<file path="src/rtl/edge_event_pkg.sv">
// Shared definitions for the edge event encoder: channel geometry, the
// snapshot record, output word layout and serialiser states.
package edge_event_pkg;

  localparam int NUM_CH       = 65;
  localparam int CH_WIDTH     = 7;
  localparam int TS_MAX_WIDTH = 48;
  localparam int TDATA_WIDTH  = 64;

  // Output word layout: {1'b0, ch[6:0], 8'd0, ts[47:0]}
  localparam int TD_TS_LSB = 0;
  localparam int TD_CH_LSB = 56;

  // One captured cycle: which enabled channels fired and when.
  typedef struct packed {
    logic [NUM_CH-1:0]       mask;
    logic [TS_MAX_WIDTH-1:0] ts;
  } snapshot_t;

  typedef enum logic {
    IDLE = 1'b0,
    EMIT = 1'b1
  } state_t;

  // Index of the lowest set bit; scanning downwards lets the lowest win.
  function automatic logic [CH_WIDTH-1:0] lowest_set(input logic [NUM_CH-1:0] v);
    lowest_set = '0;
    for (int i = NUM_CH - 1; i >= 0; i--) begin
      if (v[i]) lowest_set = CH_WIDTH'(i);
    end
  endfunction

  function automatic logic [TDATA_WIDTH-1:0] pack_word(input logic [CH_WIDTH-1:0]     ch,
                                                       input logic [TS_MAX_WIDTH-1:0] ts);
    pack_word = '0;
    pack_word[TD_CH_LSB +: CH_WIDTH]     = ch;
    pack_word[TD_TS_LSB +: TS_MAX_WIDTH] = ts;
  endfunction

endpackage

</file>
<file path="src/rtl/edge_event_fifo.sv">
// Snapshot FIFO: DEPTH entries (power of 2, >= 2), full/empty flags.
// The head entry is read straight out of the storage registers, so a pop
// and the consumer's load of the head happen in the same cycle.
// A push while full is accepted only when a pop frees a slot that cycle.
module edge_event_fifo
  import edge_event_pkg::*;
#(
  parameter int DEPTH = 16
) (
  input  logic      aclk,
  input  logic      aresetn,
  input  logic      push,
  input  logic      pop,
  input  snapshot_t wr_data,
  output snapshot_t rd_data,
  output logic      full,
  output logic      empty
);

  localparam int AW = $clog2(DEPTH);

  snapshot_t     mem [DEPTH];
  logic [AW-1:0] wr_ptr;
  logic [AW-1:0] rd_ptr;
  logic [AW:0]   count;
  logic          do_push;
  logic          do_pop;

  assign full    = (count == (AW+1)'(DEPTH));
  assign empty   = (count == '0);
  assign do_pop  = pop & ~empty;
  assign do_push = push & (~full | do_pop);
  assign rd_data = mem[rd_ptr];

  // Pointer and occupancy tracking.
  always_ff @(posedge aclk or negedge aresetn) begin
    // NOTE: non-blocking assignments so every flop samples pre-edge values.
    if (!aresetn) begin
      wr_ptr <= '0;
      rd_ptr <= '0;
      count  <= '0;
    end else begin
      if (do_push) wr_ptr <= wr_ptr + AW'(1);
      if (do_pop)  rd_ptr <= rd_ptr + AW'(1);
      case ({do_push, do_pop})
        2'b10:   count <= count + (AW+1)'(1);
        2'b01:   count <= count - (AW+1)'(1);
        default: count <= count;
      endcase
    end
  end

  // Storage write.
  always_ff @(posedge aclk) begin
    // NOTE: storage is not reset; pointers and count guarantee stale entries are never read.
    if (do_push) mem[wr_ptr] <= wr_data;
  end

endmodule

</file>
<file path="src/rtl/edge_event_encoder.sv">
// Edge event encoder: timestamps cycles in which enabled channels fire,
// buffers the snapshots and serialises them into one AXI4-Stream word per
// fired channel, lowest channel first.
// Optional feature macro: EDGE_EVENT_TLAST_EN (tlast marks the last word of
// each snapshot); when undefined m_axis_tlast is tied 0.
module edge_event_encoder
  import edge_event_pkg::*;
#(
  parameter int TS_WIDTH   = 48,
  parameter int FIFO_DEPTH = 16
) (
  input  logic                   aclk,
  input  logic                   aresetn,
  input  logic [NUM_CH-1:0]      din,
  input  logic [NUM_CH-1:0]      cfg_mask,
  output logic [TDATA_WIDTH-1:0] m_axis_tdata,
  output logic                   m_axis_tvalid,
  input  logic                   m_axis_tready,
  output logic                   m_axis_tlast,
  output logic                   sts_overflow,
  output logic [15:0]            sts_drops
);

  logic [TS_WIDTH-1:0]     ts_cnt;
  logic [TS_MAX_WIDTH-1:0] ts_ext;
  snapshot_t               cap;
  logic                    cap_hit;
  snapshot_t               fifo_head;
  logic                    fifo_full;
  logic                    fifo_empty;
  logic                    fifo_push;
  logic                    fifo_pop;
  logic                    drop;
  state_t                  state;
  state_t                  state_nxt;
  snapshot_t               work;
  snapshot_t               work_nxt;
  logic [NUM_CH-1:0]       work_clr;
  logic                    last_word;
  logic [CH_WIDTH-1:0]     ch;

  // Free-running timestamp; wraps silently.
  always_ff @(posedge aclk or negedge aresetn) begin
    if (!aresetn) ts_cnt <= '0;
    else          ts_cnt <= ts_cnt + TS_WIDTH'(1);
  end

  // Zero-extend the counter into the fixed-width timestamp field.
  always_comb begin
    ts_ext                 = '0;
    ts_ext[TS_WIDTH-1:0] = ts_cnt;
  end

  // Stage 1: capture masked pulses with the current timestamp.
  always_ff @(posedge aclk or negedge aresetn) begin
    if (!aresetn) cap <= '0;
    else          cap <= '{mask: din & cfg_mask, ts: ts_ext};
  end

  // Stage 2: push non-empty snapshots; a same-cycle pop makes room when full.
  assign cap_hit   = |cap.mask;
  assign fifo_push = cap_hit & (~fifo_full | fifo_pop);
  assign drop      = cap_hit & fifo_full & ~fifo_pop;

  edge_event_fifo #(
    .DEPTH(FIFO_DEPTH)
  ) u_fifo (
    .aclk    (aclk),
    .aresetn (aresetn),
    .push    (fifo_push),
    .pop     (fifo_pop),
    .wr_data (cap),
    .rd_data (fifo_head),
    .full    (fifo_full),
    .empty   (fifo_empty)
  );

  // Lowest-set-bit selection over the working snapshot.
  assign ch        = lowest_set(work.mask);
  assign work_clr  = work.mask & (work.mask - NUM_CH'(1));
  assign last_word = (work_clr == '0);

  // Serialiser state and working snapshot registers.
  always_ff @(posedge aclk or negedge aresetn) begin
    if (!aresetn) begin
      state <= IDLE;
      work  <= '0;
    end else begin
      state <= state_nxt;
      work  <= work_nxt;
    end
  end

  // Serialiser next state: load from the FIFO, strip one channel per handshake.
  always_comb begin
    // NOTE: defaults first so every path assigns every signal and no latch is inferred.
    state_nxt = state;
    work_nxt  = work;
    fifo_pop  = 1'b0;
    case (state)
      IDLE: begin
        if (!fifo_empty) begin
          fifo_pop  = 1'b1;
          work_nxt  = fifo_head;
          state_nxt = EMIT;
        end
      end
      EMIT: begin
        if (m_axis_tready) begin
          if (!last_word) begin
            work_nxt.mask = work_clr;
          end else if (!fifo_empty) begin
            fifo_pop = 1'b1;
            work_nxt = fifo_head;
          end else begin
            work_nxt  = '0;
            state_nxt = IDLE;
          end
        end
      end
      default: state_nxt = IDLE;
    endcase
  end

  assign m_axis_tvalid = (state == EMIT);
  assign m_axis_tdata  = m_axis_tvalid ? pack_word(ch, work.ts) : '0;

`ifdef EDGE_EVENT_TLAST_EN
  assign m_axis_tlast = m_axis_tvalid & last_word;
`else
  assign m_axis_tlast = 1'b0;
`endif

  // Sticky overflow flag and saturating drop counter.
  always_ff @(posedge aclk or negedge aresetn) begin
    if (!aresetn) begin
      sts_overflow <= 1'b0;
      sts_drops    <= '0;
    end else if (drop) begin
      sts_overflow <= 1'b1;
      if (sts_drops != 16'hFFFF) sts_drops <= sts_drops + 16'd1;
    end
  end

endmodule

</file>
<file path="config.mk">
export PLATFORM = sky130hd
export DESIGN_NAME = edge_event_encoder
export DESIGN_NICKNAME = d
export VERILOG_FILES = /design/src/rtl/edge_event_pkg.sv /design/src/rtl/edge_event_fifo.sv /design/src/rtl/edge_event_encoder.sv
export SDC_FILE = /design/constraint.sdc
export NUM_CORES = 2
export LEC_CHECK = 0
export ABC_AREA = 1
export ABC_CLOCK_PERIOD_IN_PS = 10450
export CAP_MARGIN = 20
export CORE_MARGIN = 2
export CORE_UTILIZATION = 45
export DETAILED_ROUTE_END_ITERATION = 7
export GPL_ROUTABILITY_DRIVEN = 0
export GPL_TIMING_DRIVEN = 0
export PLACE_DENSITY = 0.73
export REMOVE_ABC_BUFFERS = 1
export SLEW_MARGIN = 25
export SYNTH_ARGS = -nofsm -noshare
export SYNTH_HDL_FRONTEND = slang
export SYNTH_HIERARCHICAL = 1
export SYNTH_SLANG_ARGS = --single-unit
export TNS_END_PERCENT = 10
</file>
<file path="constraint.sdc">
create_clock -name aclk -period 10.45 [get_ports aclk]
set_input_delay 2.09 -clock aclk [delete_from_list [all_inputs] [get_ports aclk]]
set_output_delay 2.09 -clock aclk [all_outputs]
set_load 0.05 [all_outputs]
</file>
==> results.md <==
* Avg Synthesized Cell Area at around 12 sq um
* CTS tree: done
* WS Path Type: reg -> out
* Starting density of the core at between 40% and 50%
* Crit path DAT at just under 6 ns
* Die span in x at about 440 microns
* Max-cap viol count at 0
* Dominant cell type by area after synthesis: edfxtp_1
* CP Capture Point: m_axis_tdata[56]
* Final Core Density at a little over half
* Worst r2r src: work[51]
* Hold Vio Cnt, Final at 0
* DR top layer: met5
* Most common cell on crit path: nand2_1
* Global-route usage over all layers at 22.7%
* Routed wire length per instance at between 20 and 25 microns
* Initial antenna violation count at 3
* I/O pin count at roughly 220
* CTS root buffer: clkbuf_16
* Vias in the first global route at 55200
* Met1 WL at around 86000 microns
* DRT iter0 DRCs at 6737
* Delay of the slowest cell on the worst path at ~0.87 ns
* Number of setup buffers added after CTS at 0
* CTS max path bufs at 3
* Status: finished, violations left
* Nets at 7300
* IO buf count at 205
* Die area at a little under 0.2 sq mm
* H-tree depth at 4
* Resized Gates After CTS at 0
* Post-CTS Hold Buffers at 0
* Failing checks: design-rule violations
* Critical Path Start: work[110]
* Wire length on met3 at about 18000 microns
* Routed WL at approximately 220000 microns
* Vias per cell at about 5.8
* Tmin final at between 7 and 8 ns
* Clock transition at the registers of the reported paths at 0.06 ns
* Post-DP HPWL at around 130000 microns
* TritonRoute pass-1 iters at 8
* Clock Skews at 0.0274 ns
* Row Count at 159
* Die Ht at between 400 and 500 microns
* RSZ-0062 raised after global routing: no
* PD cells at 168 mW/mm^2
* Cell Area, Synth at around 0.085 sq mm
* ANT nets after route at 0
* Grt ovf at 0
* Largest net degree at the start of global routing at around 120
* Crit. End Element: primary output
* Worst reg2reg setup slack at between 2 and 2.5 ns
* Fillers at roughly 15000
* Post-Synthesis Cells at 6957
* Metal2 WL at between 100000 and 150000 microns
* R2R depth at 33
* Layout cell share with drive strength beyond 1 at a little over 8%
* Syn-to-layout area delta at 18.1%
* Drc violations at 20
* Sequential-to-total area share from yosys stat at roughly 73%
* #FFs+latches synth at between 2000 and 2500
* Max frequency at around 0.13 GHz
* Core area at 0.188 sq mm
* Worst Max-Slew Pin Slew at roughly 1.1 ns
* Relative slew slack at between 20 and 30%
* Critical path startpoint category: flip-flop
* CTS Buf Count at 205
* Worst skew pair latency at 0.84 ns
* CP Max Fanout at 3
* CTS Sinks at ~2100
* Post-synth cell types at 51
* Final TNS setup at 0 ns
* Crit path required time at 8.36 ns
* Lkg Pwr at around 38 nW
* Max-slew violation count at 0
* Max IR drop VDD at 0.163 mV
* Worst r2r dst: u_fifo/mem[7][108]
* Setup-failing EPs final at 0
* Final Cycle Share at between 70% and 80%
* First-pass GRT wire length at ~330000 microns
* Vias post-DR at 56900
* YS warnings at 6
* Hold Crit Class: reg -> reg
* Main area contributors after synthesis: edfxtp_1 (64%), dfrtp_1 (9.0%), nor2_1 (5.8%)
* CP max-delay cell: clkdlybuf4s50_1
* Yosys top cell area share at between 60% and 70%
==> metal layers <==
metal  vias to the layer above  GRT usage, %
met4                         2          10.1
met5                         -             0
li1                      25200             -
met3                       565          3.43
met1                     28100          29.7
met2                      2969          37.7
==> final cells by class <==
type | instances | area [sq um] | share of cell area [%]
clock buffers | 282 | 5760 | 5.74
repair buffers | 409 | 7110 | 7.08
well taps | 2495 | 3120 | 3.11
flip-flops and latches | 2113 | 61900 | 61.7
diodes | 2 | 5.00 | 0.00498
multi-input cells | 3975 | 19700 | 19.6
inverters | 452 | 1730 | 1.72
clock inverters | 107 | 1090 | 1.09
==> cells by family (layout without fill, tap and decap cells) <==
logic type               after synthesis  count (layout)  synth area share, %
flip-flops                          2113            2113                 72.8
adder cells (fa/ha/maj)               11              11                0.171
XOR/XNOR                              62              62                0.639
AO/OA/AOI/OAI                       1738            1738                 11.7
other                                  1              12              0.00441
buffers and inverters                878            1250                 4.30
multiplexers                           1               1               0.0132
AND/OR/NAND/NOR                     2153            2153                 10.3
==> synth_stat cells, drive strengths merged <==
cell        n
conb        1
ha         10
nor4       24
a21oi     211
a41oi       1
or4         1
o2111ai     3
buf       197
clkbuf    229
a221oi     15
o21ai    1028
nor4b       1
dfrtp     305
nand3b      3
mux2        1
a31oi      11
fa          1
nand4      29
xnor2      19
nand2     462
inv       451
a211oi      2
edfxtp   1808
a2111o      1
and3        1
or2         3
xor2       43
nand3     272
nor2     1330
o21a        1
o211ai    452
o31ai       7
a22oi       3
nor3       27
clkinv      1
a21boi      3
==> worst min-delay path by stage <==
stage | to | from | depth (start not counted)
after floorplan | cap[21] | ts_cnt[21] | 0
after global placement | cap[21] | ts_cnt[21] | 0
after detailed placement | cap[47] | ts_cnt[47] | 0
after CTS | cap[21] | ts_cnt[21] | 0
after global routing | cap[21] | ts_cnt[21] | 0
final | cap[21] | ts_cnt[21] | 0
==> worst max-delay path: cells and delay by family (launching register included) <==
family / cells / cell delay, ns
AO/OA/AOI/OAI: 1 / 0.30
buffers and inverters: 2 / 0.97
flip-flops: 1 / 0.40
AND/OR/NAND/NOR: 61 / 3.37
==> cell usage in the layout (no fill, tap or decap), drive strengths merged, types with 4 or more instances in the layout <==
cell           instances
clkinv                74
nand4                 29
o31ai                  7
dfrtp                305
ha                    10
a21oi                211
xor2                  43
o211ai               452
edfxtp              1808
a31oi                 11
a221oi                15
clkbuf               282
clkdlybuf4s50        204
o21ai               1028
conb                  10
inv                  462
nor3                  27
buf                  205
xnor2                 19
bufinv                19
nand2                462
nor4                  24
nor2                1330
nand3                272
clkinvlp               4
==> registers in the layout, summed over array words and instances (netlist names) <==
| register | cells |
|---|---|
| sts_overflow | 1 |
| work | 113 |
| u_fifo/count | 5 |
| u_fifo/rd_ptr | 4 |
| ts_cnt | 48 |
| u_fifo/mem | 1808 |
| m_axis_tvalid | 1 |
| u_fifo/wr_ptr | 4 |
| cap | 113 |
| sts_drops | 16 |
==> through the flow <==
| stage | hold slack [ns] | setup WS (ns) | total power (W) | instances | cell area (sq um) |
|---|---|---|---|---|---|
| 6_report | 0.402 | 2.47 | 0.0169 | 9835 | 100000 |
| 5_1_grt | 0.409 | 1.85 | 0.0173 | 9834 | 100000 |
| 4_1_cts | 0.402 | 2.41 | 0.0169 | 9833 | 100000 |
| 3_5_place_dp | 0.384 | 2.82 | 0.00956 | 9444 | 93600 |
| 3_3_place_gp | 0.370 | -85.10 | 0.00955 | 9240 | 88300 |
| 2_1_floorplan | 0.354 | -29.26 | 0.00941 | 6540 | 83100 |
==> report_power, final <==
| part | internal (W) | switching [W] |
|---|---|---|
| clock | 0.00433 | 0.00316 |
| sequential | 0.00913 | 0.0000674 |
| combinational | 0.0000768 | 0.000114 |
| total | 0.0135 | 0.00335 |
No activity file was read; power rests on OpenSTA's default activity.
